### config.mk
export PLATFORM = sky130hd
export DESIGN_NAME = vector_addsub_stream_flat
export DESIGN_NICKNAME = d
export VERILOG_FILES = /design/src/rtl/vector_addsub_stream_if.sv /design/src/rtl/vector_addsub_stream.sv /design/src/flat_wrapper.sv
export SDC_FILE = /design/constraint.sdc
export NUM_CORES = 1
export LEC_CHECK = 0
export ABC_AREA = 1
export CORE_MARGIN = 5
export CORE_UTILIZATION = 50
export CTS_CLUSTER_DIAMETER = 200
export DETAILED_ROUTE_END_ITERATION = 12
export GPL_TIMING_DRIVEN = 0
export PLACE_DENSITY_LB_ADDON = 0.2
export SLEW_MARGIN = 25
export SYNTH_ARGS = -nofsm -noshare
export SYNTH_HDL_FRONTEND = slang
export SYNTH_SLANG_ARGS = --single-unit
### constraint.sdc
create_clock -name clk -period 2.7 [get_ports clk]
set_clock_uncertainty 0.1 [all_clocks]
set_input_delay 0.54 -clock clk [delete_from_list [all_inputs] [get_ports clk]]
set_output_delay 0.54 -clock clk [all_outputs]
set_load 0.02 [all_outputs]
### src/rtl/vector_addsub_stream_if.sv
// Stream bundle for vector_addsub_stream: two operand streams in, one result stream out.
// Widths follow PE lanes of IN_WIDTH bits on each input and OUT_WIDTH bits on the output.
// slave  : the add/sub block (consumes in0/in1, produces out0)
// master : the environment (produces in0/in1, consumes out0)
interface vector_addsub_stream_if #(
  parameter int unsigned PE        = 8,
  parameter int unsigned IN_WIDTH  = 8,
  parameter int unsigned OUT_WIDTH = 8
);
  logic [PE*IN_WIDTH-1:0]  in0_V_data_V_TDATA;
  logic                    in0_V_data_V_TVALID;
  logic                    in0_V_data_V_TREADY;
  logic [PE*IN_WIDTH-1:0]  in1_V_data_V_TDATA;
  logic                    in1_V_data_V_TVALID;
  logic                    in1_V_data_V_TREADY;
  logic [PE*OUT_WIDTH-1:0] out0_V_data_V_TDATA;
  logic                    out0_V_data_V_TVALID;
  logic                    out0_V_data_V_TREADY;
  logic                    out0_V_data_V_TLAST;

  modport slave (
    input  in0_V_data_V_TDATA, in0_V_data_V_TVALID,
    output in0_V_data_V_TREADY,
    input  in1_V_data_V_TDATA, in1_V_data_V_TVALID,
    output in1_V_data_V_TREADY,
    output out0_V_data_V_TDATA, out0_V_data_V_TVALID, out0_V_data_V_TLAST,
    input  out0_V_data_V_TREADY
  );

  modport master (
    output in0_V_data_V_TDATA, in0_V_data_V_TVALID,
    input  in0_V_data_V_TREADY,
    output in1_V_data_V_TDATA, in1_V_data_V_TVALID,
    input  in1_V_data_V_TREADY,
    input  out0_V_data_V_TDATA, out0_V_data_V_TVALID, out0_V_data_V_TLAST,
    output out0_V_data_V_TREADY
  );
endinterface

### src/rtl/vector_addsub_stream.sv
// Elementwise a+b / a-b over PE-lane streams with optional signedness and saturation.
// Ports:
//   clk, rst_n  : clock, asynchronous active-low reset
//   op_sub      : 0 add, 1 subtract (in0 - in1), taken with each accepted beat
//   clr_ovf     : synchronous clear of ovf_sticky (a same-cycle overflow wins)
//   ovf_sticky  : set when any lane of any beat clamped or wrapped
//   bus         : in0/in1 joined operand streams, out0 result stream with TLAST
module vector_addsub_stream #(
  parameter int unsigned PE        = 8,
  parameter int unsigned IN_WIDTH  = 8,
  parameter int unsigned OUT_WIDTH = 8,
  parameter int unsigned SIGNED    = 0,
  parameter int unsigned SATURATE  = 1,
  parameter int unsigned VEC_BEATS = 4
) (
  input  logic                         clk,
  input  logic                         rst_n,
  input  logic                         op_sub,
  input  logic                         clr_ovf,
  output logic                         ovf_sticky,
  vector_addsub_stream_if.slave        bus
);

  localparam int unsigned EW  = IN_WIDTH + 2;
  localparam int unsigned DW  = PE * OUT_WIDTH;
  localparam int unsigned BW  = (VEC_BEATS > 1) ? $clog2(VEC_BEATS) : 1;
  localparam int          LO_I = (SIGNED != 0) ? -(2 ** (OUT_WIDTH - 1)) : 0;
  localparam int          HI_I = (SIGNED != 0) ? (2 ** (OUT_WIDTH - 1)) - 1 : (2 ** OUT_WIDTH) - 1;
  localparam logic signed [EW-1:0] LO = EW'(LO_I);
  localparam logic signed [EW-1:0] HI = EW'(HI_I);

  logic [DW-1:0] res_c;
  logic [PE-1:0] ovf_lane_c;

  // Per-lane exact arithmetic in EW bits, then range check and clamp/wrap.
  for (genvar i = 0; i < PE; i++) begin : g_lane
    logic [IN_WIDTH-1:0]  a_l, b_l;
    logic signed [EW-1:0] a_x, b_x, r_x;
    logic                 hi_c, lo_c;

    assign a_l = bus.in0_V_data_V_TDATA[i*IN_WIDTH +: IN_WIDTH];
    assign b_l = bus.in1_V_data_V_TDATA[i*IN_WIDTH +: IN_WIDTH];

    if (SIGNED != 0) begin : g_sx
      assign a_x = EW'($signed(a_l));
      assign b_x = EW'($signed(b_l));
    end else begin : g_zx
      assign a_x = EW'(a_l);
      assign b_x = EW'(b_l);
    end

    // Unsigned operands still fit a signed EW-bit difference, so one signed compare covers both modes.
    assign r_x  = op_sub ? (a_x - b_x) : (a_x + b_x);
    assign hi_c = (r_x > HI);
    assign lo_c = (r_x < LO);
    assign ovf_lane_c[i] = hi_c | lo_c;

    if (SATURATE != 0) begin : g_sat
      assign res_c[i*OUT_WIDTH +: OUT_WIDTH] = hi_c ? OUT_WIDTH'(HI) :
                                               (lo_c ? OUT_WIDTH'(LO) : OUT_WIDTH'(r_x));
    end else begin : g_wrap
      assign res_c[i*OUT_WIDTH +: OUT_WIDTH] = OUT_WIDTH'(r_x);
    end
  end

  // Two-entry output buffer: entry 0 is the head driving out0.
  logic [DW-1:0] dat0_q, dat0_d, dat1_q, dat1_d;
  logic          last0_q, last0_d, last1_q, last1_d;
  logic [1:0]    cnt_q, cnt_d;
  logic [BW-1:0] beat_q, beat_d;
  logic          ovf_q, ovf_d;
  logic          room_c, acc_c, pop_c, last_c;

  // Ready depends only on registered occupancy and the peer valid; held low in reset.
  assign room_c = rst_n & (cnt_q != 2'd2);
  assign bus.in0_V_data_V_TREADY = room_c & bus.in1_V_data_V_TVALID;
  assign bus.in1_V_data_V_TREADY = room_c & bus.in0_V_data_V_TVALID;
  assign acc_c  = room_c & bus.in0_V_data_V_TVALID & bus.in1_V_data_V_TVALID;
  assign pop_c  = (cnt_q != 2'd0) & bus.out0_V_data_V_TREADY;
  assign last_c = (beat_q == BW'(VEC_BEATS - 1));

  // Next-state: buffer push/pop, beat counter, sticky overflow.
  always_comb begin
    dat0_d  = dat0_q;
    dat1_d  = dat1_q;
    last0_d = last0_q;
    last1_d = last1_q;
    cnt_d   = cnt_q;
    beat_d  = beat_q;
    ovf_d   = ovf_q;

    if (acc_c) begin
      beat_d = last_c ? '0 : beat_q + 1'b1;
    end

    case ({acc_c, pop_c})
      2'b10: begin
        if (cnt_q == 2'd0) begin
          dat0_d  = res_c;
          last0_d = last_c;
        end else begin
          dat1_d  = res_c;
          last1_d = last_c;
        end
        cnt_d = cnt_q + 2'd1;
      end
      2'b01: begin
        dat0_d  = dat1_q;
        last0_d = last1_q;
        cnt_d   = cnt_q - 2'd1;
      end
      2'b11: begin
        // Occupancy unchanged; the new beat lands behind whatever remains.
        if (cnt_q == 2'd1) begin
          dat0_d  = res_c;
          last0_d = last_c;
        end else begin
          dat0_d  = dat1_q;
          last0_d = last1_q;
          dat1_d  = res_c;
          last1_d = last_c;
        end
      end
      default: ;
    endcase

    if (acc_c && (|ovf_lane_c)) begin
      ovf_d = 1'b1;
    end else if (clr_ovf) begin
      ovf_d = 1'b0;
    end
  end

  // State registers.
  always_ff @(posedge clk or negedge rst_n) begin
    if (!rst_n) begin
      dat0_q  <= '0;
      dat1_q  <= '0;
      last0_q <= 1'b0;
      last1_q <= 1'b0;
      cnt_q   <= 2'd0;
      beat_q  <= '0;
      ovf_q   <= 1'b0;
    end else begin
      dat0_q  <= dat0_d;
      dat1_q  <= dat1_d;
      last0_q <= last0_d;
      last1_q <= last1_d;
      cnt_q   <= cnt_d;
      beat_q  <= beat_d;
      ovf_q   <= ovf_d;
    end
  end

  assign bus.out0_V_data_V_TDATA  = dat0_q;
  assign bus.out0_V_data_V_TLAST  = last0_q;
  assign bus.out0_V_data_V_TVALID = (cnt_q != 2'd0);
  assign ovf_sticky               = ovf_q;

endmodule

### src/flat_wrapper.sv
// flat-port wrapper written by rule: the top's interface ports become plain ports
module vector_addsub_stream_flat 
#(
  parameter int unsigned PE        = 8,
  parameter int unsigned IN_WIDTH  = 8,
  parameter int unsigned OUT_WIDTH = 8,
  parameter int unsigned SIGNED    = 0,
  parameter int unsigned SATURATE  = 1,
  parameter int unsigned VEC_BEATS = 4
)
  (clk, rst_n, op_sub, clr_ovf, ovf_sticky, bus_in0_V_data_V_TDATA, bus_in0_V_data_V_TVALID, bus_in0_V_data_V_TREADY, bus_in1_V_data_V_TDATA, bus_in1_V_data_V_TVALID, bus_in1_V_data_V_TREADY, bus_out0_V_data_V_TDATA, bus_out0_V_data_V_TVALID, bus_out0_V_data_V_TLAST, bus_out0_V_data_V_TREADY);
  vector_addsub_stream_if #(.PE(PE), .IN_WIDTH(IN_WIDTH), .OUT_WIDTH(OUT_WIDTH)) bus_i ();
  input  logic clk;
  input  logic rst_n;
  input  logic op_sub;
  input  logic clr_ovf;
  output logic ovf_sticky;
  input wire logic [$bits(bus_i.in0_V_data_V_TDATA)-1:0] bus_in0_V_data_V_TDATA;
  input wire logic [$bits(bus_i.in0_V_data_V_TVALID)-1:0] bus_in0_V_data_V_TVALID;
  output wire logic [$bits(bus_i.in0_V_data_V_TREADY)-1:0] bus_in0_V_data_V_TREADY;
  input wire logic [$bits(bus_i.in1_V_data_V_TDATA)-1:0] bus_in1_V_data_V_TDATA;
  input wire logic [$bits(bus_i.in1_V_data_V_TVALID)-1:0] bus_in1_V_data_V_TVALID;
  output wire logic [$bits(bus_i.in1_V_data_V_TREADY)-1:0] bus_in1_V_data_V_TREADY;
  output wire logic [$bits(bus_i.out0_V_data_V_TDATA)-1:0] bus_out0_V_data_V_TDATA;
  output wire logic [$bits(bus_i.out0_V_data_V_TVALID)-1:0] bus_out0_V_data_V_TVALID;
  output wire logic [$bits(bus_i.out0_V_data_V_TLAST)-1:0] bus_out0_V_data_V_TLAST;
  input wire logic [$bits(bus_i.out0_V_data_V_TREADY)-1:0] bus_out0_V_data_V_TREADY;
  assign bus_i.in0_V_data_V_TDATA = bus_in0_V_data_V_TDATA;
  assign bus_i.in0_V_data_V_TVALID = bus_in0_V_data_V_TVALID;
  assign bus_in0_V_data_V_TREADY = bus_i.in0_V_data_V_TREADY;
  assign bus_i.in1_V_data_V_TDATA = bus_in1_V_data_V_TDATA;
  assign bus_i.in1_V_data_V_TVALID = bus_in1_V_data_V_TVALID;
  assign bus_in1_V_data_V_TREADY = bus_i.in1_V_data_V_TREADY;
  assign bus_out0_V_data_V_TDATA = bus_i.out0_V_data_V_TDATA;
  assign bus_out0_V_data_V_TVALID = bus_i.out0_V_data_V_TVALID;
  assign bus_out0_V_data_V_TLAST = bus_i.out0_V_data_V_TLAST;
  assign bus_i.out0_V_data_V_TREADY = bus_out0_V_data_V_TREADY;
  vector_addsub_stream #(.PE(PE), .IN_WIDTH(IN_WIDTH), .OUT_WIDTH(OUT_WIDTH), .SIGNED(SIGNED), .SATURATE(SATURATE), .VEC_BEATS(VEC_BEATS)) u_core (.clk(clk), .rst_n(rst_n), .op_sub(op_sub), .clr_ovf(clr_ovf), .ovf_sticky(ovf_sticky), .bus(bus_i));
endmodule
==> summary.md, run 1 <==
| Metric | Value |
|---|---|
| Status | complete, no violations |
| Hold crit path type | in -> async |
| PwrDens | 770.6 mW/mm^2 |
| CORE AREA | 0.02504 mm^2 |
| H-tree Lvls | 4 |
| Ports | 204 |
| First-pass GRT wire length | ~60000 um |
| Setup TNS | 0 ps |
| Total track usage | 0.2617 |
| Hpwl dp | 29410 um |
| FP Rows | 58 |
| Max cap viols | 0 |
| Clock power share | 0.194 |
| Initial antenna violation count | 6 |
| Net Count, Synth | 2124 |
| Sw frac | 0.4192 |
| Top cells by count, synth | nand2_1, inv_1, nor2_1 |
| Worst slew margin | 0.5288 |
| Residual DRC | 0 |
| Sw Pwr | between 5 and 6 mW |
| WL/cell | 15.96 um |
| Netlist cell types | 42 |
| Worst hold slack | 14.45 ps |
| RSZ-0062 raised after global routing | true |
| Routed Wire Length | between 30000 and 40000 um |
| Fmax | 381.9 MHz |
| Critical path fanouts, max | 3 |
| Count leader, synth | nand2_1 |
| CP Data Arrival Time | 2840 ps |
| Vias/cell | 5.234 |
| Die Span X | 169.1 um |
| Worst-path clk slew | 60 ps |
| Slew Limit Fails | 0 |
| Aggregate global routing overflow | 0 |
| Peak VDD IR | 0.5261 mV |
| Vias in the first global route | roughly 12000 |
| Asr flop ratio synth | 1.000 |
| Synth area leader | dfrtp_1 |
| Number of warnings issued by yosys | 0 |
| Leakage | approximately 8.2 nW |
| Sequential share of power | 0.303 |
| Syn Area/Cell | 6.918 um^2 |
| Die area | about 0.029 mm^2 |
| Initial Utilization | 0.5056 |
| Chip height | 169.1 um |
| Final setup vio count | 0 |
| Area contributors post-synth | dfrtp_1, nand2_1, ha_1 |
| Critical Path End Type | flop |
| Tightest Pin Transition | 706.9 ps |
| Mapped Cells | around 1800 |
| Pin count of the biggest net entering global routing | 76 |
| Antenna Nets Post-Route | 0 |
| Post-synth top area share | 0.2669 |
| Via count | ~13000 |
| Synth Cell Area | 0.01266 mm^2 |
| Clock Sinks | 135 |
| Combinational power share | 0.502 |
| # port buffers | between 200 and 250 |
| Final net count | 2350 |
| Power Internal | ~7.1 mW |
| Total power draw | 12.26 mW |
| CTS Buf Count | 17 |
| Proportion of layout cells with a drive suffix above 1 | 0.1068 |
| Tmin final | 2619 ps |
| CTS root buffer | clkbuf_16 |
| Req. time, crit path | 2920 ps |
| Seq cells post-synth | 135 |
| Iter 0 DRT Violations | 875 |
| CTS tree | yes |
| 1st-pass router iterations | 5 |
| Post-synth EDFFs | 0 |
| Type of the worst setup path | in -> reg |
| Final hold vios | 0 |
| Seq/Total Area, Yosys | 0.2669 |
| Top FF cell, synth | dfrtp_1 |
| Clock latency on the worst-skew pair | roughly 430 ps |
| Placer Congestion | slightly above 0.9 |
| Startpoint type of the worst setup path | input pin |
| Layout area overhead | 25.64% |
| Final period util | 0.9699 |
| Clock buffer depth | 2 |
## worst max-delay path, cell delays in order
cell             delay (ps)
clkdlybuf4s50_1         480
inv_1                    60
ha_1                    190
fa_1                    380
nand3b_1                170
nand2_1                 130
nand2_1                  60
nand2_1                 100
nand2_1                  50
o21ai_0                 140
nand2_1                 160
nor2_4                  160
nand2_2                 100
nand2_1                  70
nand2_1                  40
## repair_timing
action | 4_1_cts | 5_1_grt
pin swaps | 0 | 1
gates resized for setup | 4 | 31
hold buffers | 1 | 0
endpoints found under the setup margin | 22 | 83
hold endpoints to repair | 60 | 0
setup buffers | 0 | 2
## worst paths after layout
path                                            start                                  to  slack (ps)  cells after the start
setup reg to reg                      u_core.cnt_q[0]                   u_core.dat1_q[44]         140                     13
min in group clk                    u_core.dat1_q[29]                   u_core.dat1_q[29]         380                      2
hold / removal                                  rst_n  u_core.bus.out0_V_data_V_TDATA[12]          10                      2
max in group asynchronous                       rst_n  u_core.bus.out0_V_data_V_TDATA[46]        2130                      2
hold reg to reg                     u_core.dat1_q[29]                   u_core.dat1_q[29]         380                      2
setup / recovery           bus_in0_V_data_V_TDATA[48]                   u_core.ovf_sticky          80                     15
## per-stage QoR
step | area [um^2] | cells | setup WS, ps | utilization
floorplan | 12660 | 1830 | 261.9 | -
global placement | 15100 | 2363 | -5179 | 0.6033
detailed placement | 15140 | 2364 | -445.9 | 0.6046
CTS | 15780 | 2397 | 0.3406 | 0.6302
global route | 15900 | 2404 | -28.94 | 0.6351
finish | 15910 | 2406 | 81.28 | 0.6353
## per-layer routing
metal / track usage / share of wire
met1: 0.3338 / 0.42
met2: 0.4548 / 0.49
met3: 0.04110 / 0.069
met4: 0.08610 / 0.023
met5: 0 / 0
## logic make-up (layout without fill, tap and decap cells)
group,after synthesis,after routing,synth area share
AOI/OAI and AO/OA,310,310,0.1430
xor gates and xnor gates,18,18,0.01245
adders and majority gates,159,159,0.1666
buffers and inverters,291,530,0.1064
DFF,135,135,0.2669
other,0,7,0
and+or+nand+nor,917,917,0.3046
## sequential cells by signal, indices dropped and copies added (netlist names)
name / flops
u_core.bus.out0_V_data_V_TDATA: 64
u_core.cnt_q: 2
u_core.bus.out0_V_data_V_TLAST: 1
u_core.last1_q: 1
u_core.ovf_sticky: 1
u_core.dat1_q: 64
u_core.beat_q: 2
## layout by cell type, fill, tap and decap left out, types with 13 or more instances in the layout
cell type,count
inv_1,196
inv_2,18
ha_1,142
clkbuf_16,17
a31oi_1,34
nor2_1,175
a21oi_1,164
nand3_1,101
fa_1,15
dfrtp_1,135
buf_4,13
xor2_1,15
buf_6,21
nand2_2,14
o21ai_1,22
o21ai_0,27
nand2_1,561
nand3b_1,32
buf_2,25
a21oi_2,44
clkdlybuf4s50_1,201
## power by group through the flow
stage / sequential [mW] / clock, mW / combinational (mW)
CTS: 3.70 / 2.38 / 6.11
finish: 3.72 / 2.38 / 6.16
floorplan: 4.15 / 0 / 3.21
detailed placement: 3.72 / 0 / 6.07
global route: 3.82 / 2.46 / 6.77
global placement: 3.70 / 0 / 5.95
## area by class of cell
| cell class | instances | area, um^2 |
|---|---|---|
| Fill cell | 2324 | 9131 |
| Multi-Input combinational cell | 1404 | 7990 |
| Sequential cell | 135 | 3378 |
| Timing Repair Buffer | 207 | 2110 |
| Inverter | 219 | 835.8 |
| Buffer | 72 | 560.5 |
| Clock buffer | 21 | 480.5 |
| Tap cell | 330 | 412.9 |
| Clock inverter | 11 | 120.1 |
| Antenna cell | 7 | 17.52 |
No activity file was read; power rests on OpenSTA's default activity.
==> run 2: changes to the inputs <==
--- a/config.mk
+++ b/config.mk
@@ -6,8 +6,9 @@
 export NUM_CORES = 1
 export LEC_CHECK = 0
 export ABC_AREA = 1
+export ABC_CLOCK_PERIOD_IN_PS = 2700
 export CORE_MARGIN = 5
-export CORE_UTILIZATION = 50
+export CORE_UTILIZATION = 56
 export CTS_CLUSTER_DIAMETER = 200
 export DETAILED_ROUTE_END_ITERATION = 12
 export GPL_TIMING_DRIVEN = 0
==> run 2 against run 1 <==
Non-clock buffer count is 9 higher. Sequential power hardly changed. Die area is 10% lower. Critical path type is now in -> out.
==> summary.md, run 2 (synthesis results as in run 1) <==
| Metric | Value |
|---|---|
| FP Rows | 55 |
| Initial antenna violation count | 7 |
| WL/cell | roughly 17 um |
| Type of the worst setup path | in -> out |
| Placer Congestion | 0.9539 |
| Status | complete, no violations |
| Hpwl dp | 29840 um |
| Leakage | 8.312 nW |
| Hold crit path type | in -> async |
| Reg2Reg Setup Slack | about 80 ps |
| Total track usage | 0.2998 |
| Vias/cell | 5.539 |
| Final setup vio count | 0 |
| Filler Cell Count | roughly 1900 |
| Sequential share of power | 0.302 |
| Final Instance Area | 0.01601 mm^2 |
| CP dominant cell by count | clkdlybuf4s50_1 |
| Clock Sinks | around 140 |
| CP Data Arrival Time | 2040 ps |
| Worst slew margin | 0.3346 |
| Aggregate global routing overflow | 0 |
| Tightest Pin Transition | 994.9 ps |
| Crit-path cells | clkdlybuf4s50_1, nor3b_1, clkdlybuf4s50_1 |
| Worst hold slack | 58.77 ps |
| Die Span X | 160.4 um |
| Clock buffer depth | 2 |
| CORE AREA | 0.02243 mm^2 |
| Initial Utilization | 0.5643 |
| Sw frac | 0.4242 |
| Antenna Nets Post-Route | 0 |
| Startpoint type of the worst setup path | input pin |
| Critical path fanouts, max | 2 |
| Peak VDD IR | 0.4696 mV |
| Ports | 204 |
| CTS root buffer | clkbuf_16 |
| Req. time, crit path | 2060 ps |
| Vias in the first global route | 12620 |
| First-pass GRT wire length | 62450 um |
| Tmin final | 2685 ps |
| Fmax | ~370 MHz |
| Routed Wire Length | 40080 um |
| Critical-path top delay cell | clkdlybuf4s50_1 |
| 1st-pass router iterations | 6 |
| Via count | roughly 13000 |
| Worst-path clk slew | approximately 60 ps |
| Slowest Stage Delay on Critical Path | 660 ps |
| PwrDens | between 700 and 800 mW/mm^2 |
| Setup TNS | 0 ps |
| Power Internal | 7.085 mW |
| CTS tree | yes |
| H-tree Lvls | 4 |
| Worst path bufs/invs | 2 |
| Max cap viols | 0 |
| Final net count | 2359 |
| Proportion of layout cells with a drive suffix above 1 | 0.1131 |
| Iter 0 DRT Violations | 999 |
| Clock latency on the worst-skew pair | 430 ps |
| Highest-count cells in the layout ignoring fill and taps | nand2_1, clkdlybuf4s50_1, inv_1 |
| Clock power share | 0.189 |
| CTS Buf Count | 17 |
| Most common cell after layout, fill and taps aside | nand2_1 |
| # port buffers | between 200 and 250 |
| Post-layout util | 0.7137 |
| Layout area overhead | 26.47% |
| Top delay family on crit path | buffers and inverters |
| Slew Limit Fails | 0 |
| Sw Pwr | 5.220 mW |
| Final period util | 0.9944 |
| Final hold vios | 0 |
| Die area | 0.02571 mm^2 |
| Critical Path End Type | output port |
| Pin count of the biggest net entering global routing | 63 |
| Chip height | 160.4 um |
| Combinational power share | 0.510 |
| Residual DRC | 0 |
| Placed cell area | roughly 0.015 mm^2 |
[run 2: cell count changes in the layout (fill, tap and decap cells not counted), sizes merged]
cell / before / now
buf: 65 / 72
bufbuf: 0 / 2
clkbuf: 33 / 29
clkdlybuf4s50: 201 / 202
clkinv: 6 / 10
diode: 7 / 4
dlygate4sd3: 0 / 2
dlymetal6s2s: 1 / 0
inv: 219 / 217
[run 2: area by class of cell]
cell class	instances	area [um^2]	share of cell area
antenna	4	10.01	0.0006252
tap	285	356.6	0.02227
multi-input combinational	1404	8028	0.5014
clock inverter	13	130.1	0.008128
sequential	135	3378	0.2110
buffer	72	544.3	0.03399
inverter	219	835.8	0.05220
timing repair buffer	216	2275	0.1421
clock buffer	19	452.9	0.02829
[run 2: worst paths after layout]
check                                        start                                 end  cells after the start
max                        bus_in0_V_data_V_TVALID             bus_in1_V_data_V_TREADY                      3
min                                          rst_n                    u_core.dat1_q[1]                      3
max reg2reg                        u_core.cnt_q[0]   u_core.bus.out0_V_data_V_TDATA[0]                     14
min reg2reg                      u_core.dat1_q[48]                   u_core.dat1_q[48]                      2
max in group asynchronous                    rst_n  u_core.bus.out0_V_data_V_TDATA[36]                      3
min in group clk                 u_core.dat1_q[48]                   u_core.dat1_q[48]                      2
[run 2: timing repair]
item / CTS / global route
hold endpoints to repair: 59 / 59
gates resized for setup: 5 / 39
buffers inserted: 0 / 3
gates cloned: 2 / 2
endpoints found under the setup margin: 129 / 106
pin swaps: 0 / 6
[run 2: power groups by stage]
stage	logic (mW)	clock network [mW]	registers [mW]
finish	6.27	2.32	3.71
global route	6.82	2.41	3.81
CTS	6.15	2.31	3.69
detailed placement	6.09	0	3.71
global placement	5.93	0	3.68
floorplan	3.21	0	4.15
[run 2: per-stage QoR]
step,cells,setup WS [ps],power (mW)
after floorplan,1830,261.9,7.365
after global placement,2318,-5123,9.611
after detailed placement,2319,-831.1,9.805
after CTS,2353,-44.93,12.15
after global routing,2367,-7.057,13.03
final,2367,15.09,12.30
[run 2: worst register-to-register path: stages, from the launching register on]
cell      delay (ps)
dfrtp_1          350
inv_1             60
ha_1             250
nor3b_4          240
nand2_4          100
clkinv_4          90
ha_1             210
inv_1             70
nor2_2           110
o21ai_2           70
inv_1             70
buf_4            220
buf_2            290
a21oi_1          140
a21oi_1          180
[run 2: layer usage]
metal	part of all wire	up-vias	GRT usage
met2	0.47	595	0.5081
met1	0.40	6052	0.3708
met4	0.048	6	0.1381
met3	0.084	135	0.05748
met5	0.0011	-	0
li1	-	6322	-
==> RTL change, RTL diff (settings of run 2) <==
`PE` is set to 8 in 3 places; all go to 16.
--- a/src/rtl/vector_addsub_stream_if.sv
+++ b/src/rtl/vector_addsub_stream_if.sv
@@ -4,5 +4,5 @@
 // master : the environment (produces in0/in1, consumes out0)
 interface vector_addsub_stream_if #(
-  parameter int unsigned PE        = 8,
+  parameter int unsigned PE        = 16,
   parameter int unsigned IN_WIDTH  = 8,
   parameter int unsigned OUT_WIDTH = 8
--- a/src/rtl/vector_addsub_stream.sv
+++ b/src/rtl/vector_addsub_stream.sv
@@ -7,5 +7,5 @@
 //   bus         : in0/in1 joined operand streams, out0 result stream with TLAST
 module vector_addsub_stream #(
-  parameter int unsigned PE        = 8,
+  parameter int unsigned PE        = 16,
   parameter int unsigned IN_WIDTH  = 8,
   parameter int unsigned OUT_WIDTH = 8,
--- a/src/flat_wrapper.sv
+++ b/src/flat_wrapper.sv
@@ -2,5 +2,5 @@
 module vector_addsub_stream_flat 
 #(
-  parameter int unsigned PE        = 8,
+  parameter int unsigned PE        = 16,
   parameter int unsigned IN_WIDTH  = 8,
   parameter int unsigned OUT_WIDTH = 8,
Ports: changed (resized bus_in0_V_data_V_TDATA, bus_in1_V_data_V_TDATA and bus_out0_V_data_V_TDATA); port bits go from 204 to 396. The function was not compared with the original's and may differ.
==> RTL change against run 2 <==
The flow now finishes with violations (hold timing). Cell area increased by 87%. Total power increased by 79%. Setup slack improved by 44 ps. Clock power increased by 63%. Synthesized area increased by 88%. Register-to-register slack improved by 30 ps. Sequential cell count increased by 128. Routed wire length increased by 120%. Critical endpoint is now u_core.ovf_sticky. Largest cell class unchanged.
==> RTL change: results (changes against run 2) <==
| Metric | Value |
|---|---|
| Mapped Nets | 4094 (was 2124) |
| Vias in the first global route | 23200 (was 12600) |
| R2R cell count | 13 (was 14) |
| Synth Area in XOR/XNOR | 0.0191 (was 0.0125) |
| Largest net degree at the start of global routing | 81 (was 63) |
| Layout cells sized above 1 | 0.0569 (was 0.113) |
| Via count | 25300 (was 13100) |
| Synth Area in Compound Gates | 0.145 (was 0.143) |
| CP arrival | 2990 ps (was 2040 ps) |
| Peak supply drop | 0.535 mV (was 0.470 mV) |
| Status | finished with violations (was complete, no violations) |
| Synth async-reset ratio | 1.00 (unchanged) |
| Worst R2R End | u_core.bus.out0_V_data_V_TDATA[75] (was u_core.bus.out0_V_data_V_TDATA[0]) |
| Final WL | 88.7 mm (was 40.1 mm) |
| Nets | 4523 (was 2359) |
| CP delay by family, top | simple AND/OR/NAND/NOR gates (was buffers and inverters) |
| Cts bufs inserted | 27 (was 17) |
| Slew margin rel. | 0.165 (was 0.335) |
| GRT Residual Overflow | 0 (unchanged) |
| Initial drt markers | 2757 (was 999) |
| Failing checks | hold timing |
| Final HPWL DP | 69.9 mm (was 29.8 mm) |
| Global-route wire length before repair | 133 mm (was 62.4 mm) |
| H-tree levels | 1 (was 4) |
| Grt met2 use | 0.567 (was 0.508) |
| Final Hold Viols | 77 (was 0) |
| Synth area leaders | dfrtp_1 28%, nand2_1 19%, ha_1 15% (was dfrtp_1 27%, nand2_1 17%, ha_1 14%) |
| Global-route met1 utilization | 0.517 (was 0.371) |
| Sequential element share of the synthesized area | 0.276 (was 0.267) |
| Register-to-register setup slack | 110 ps (was 80 ps) |
| Grt met3 use | 0.0617 (was 0.0575) |
| Yosys Warn Count | 0 (unchanged) |
| Max Buffers Root-to-Sink | 3 (was 2) |
| Clock Latency Late Sink | 550 ps (was 430 ps) |
| Max incr delay on CP | 490 ps (was 660 ps) |
| Port Buf Inserts | 394 (was 203) |
| Min Hold Slack | -183 ps (was 58.8 ps) |
| Pleak | 15.9 nW (was 8.31 nW) |
| Cell Area, Placed | 28500 µm² (was 15100 µm²) |
| Initial antenna violation count | 4 (was 7) |
| RD Place Congestion | 0.986 (was 0.954) |
| CTS clk-pin slew, worst paths | 60 ps (about the same) |
| CTS root buffer | clkbuf_16 (unchanged) |
| Critical R2R Launch | u_core.cnt_q[1] (was u_core.cnt_q[0]) |
| Crit Path Max Fanout | 3 (was 2) |
| GR Util All Layers | 0.362 (was 0.300) |
| Main synth FF type | dfrtp_1 (unchanged) |
| List of most frequent post-synthesis cells | 1176 x nand2_1, 508 x inv_1, 279 x ha_1 (was 566 x nand2_1, 196 x inv_1, 176 x nor2_1) |
| Synth Area in Adders | 0.174 (was 0.167) |
| Synth cell types | 41 (was 42) |
==> RTL change: how the worst max path moves through the flow <==
stage / start / end / slack [ps] / cells after the start
after floorplan: u_core.cnt_q[0] / u_core.dat1_q[115] / 20 / 13
after global placement: rst_n / u_core.last1_q / -10780 / 11
after detailed placement: rst_n / u_core.last1_q / -1340 / 11
after CTS: u_core.cnt_q[0] / u_core.bus.out0_V_data_V_TDATA[30] / -10 / 14
after global routing: bus_in1_V_data_V_TDATA[120] / u_core.bus.out0_V_data_V_TDATA[127] / -40 / 11
final: bus_in0_V_data_V_TDATA[0] / u_core.ovf_sticky / 60 / 15
==> RTL change: kinds of logic (layout without fill, tap and decap cells) <==
| group | after synthesis | in the layout |
|---|---|---|
| compound gates | 606 | 606 |
| xor+xnor | 52 | 52 |
| fa+ha+maj | 311 | 311 |
| buf+inv | 650 | 1099 |
| flops | 263 | 263 |
| other cells | 0 | 2 |
| simple gates | 1638 | 1638 |
==> RTL change: layout make-up <==
cell class	instances	area, µm²
diodes	2	5.00
plain buffers	132	703
clock buffers	37	743
clock inverters	12	126
fillers	3642	12200
inverters	514	1930
multi-input cells	2607	15000
flip-flops and latches	263	6580
well taps	539	674
repair buffers	404	4090
==> RTL change: metal layers <==
metal  routed length [µm]  share of wire
met1                36600           0.41
met4                 3200          0.036
met2                39000           0.44
met5                   27        0.00030
met3                 9870           0.11
==> RTL change: metrics by stage <==
stage                     setup slack (ps)  instances  setup TNS [ps]  power (mW)  hold WS [ps]
final                                 59.5       4510               0        22.1          -183
after detailed placement             -1340       4456         -237050        17.8           365
after CTS                            -14.3       4509           -70.9        21.7          -103
after floorplan                       16.5       3520               0        12.9           144
after global routing                 -37.0       4510            -109        23.3          -144
after global placement              -10780       4453        -5416200        17.5           362
==> RTL change: timing repair <==
item | 4_1_cts | 5_1_grt
buffers inserted | 4 | 3
hold endpoints to repair | 77 | 77
pin swaps | 1 | 6
endpoints found under the setup margin | 242 | 259
resized for setup | 78 | 125
==> RTL change: report_power, final <==
group          switching [mW]  total, mW  internal [mW]
registers                1.12       6.92           5.80
clock network            1.65       3.78           2.13
logic                    6.90       11.4           4.47
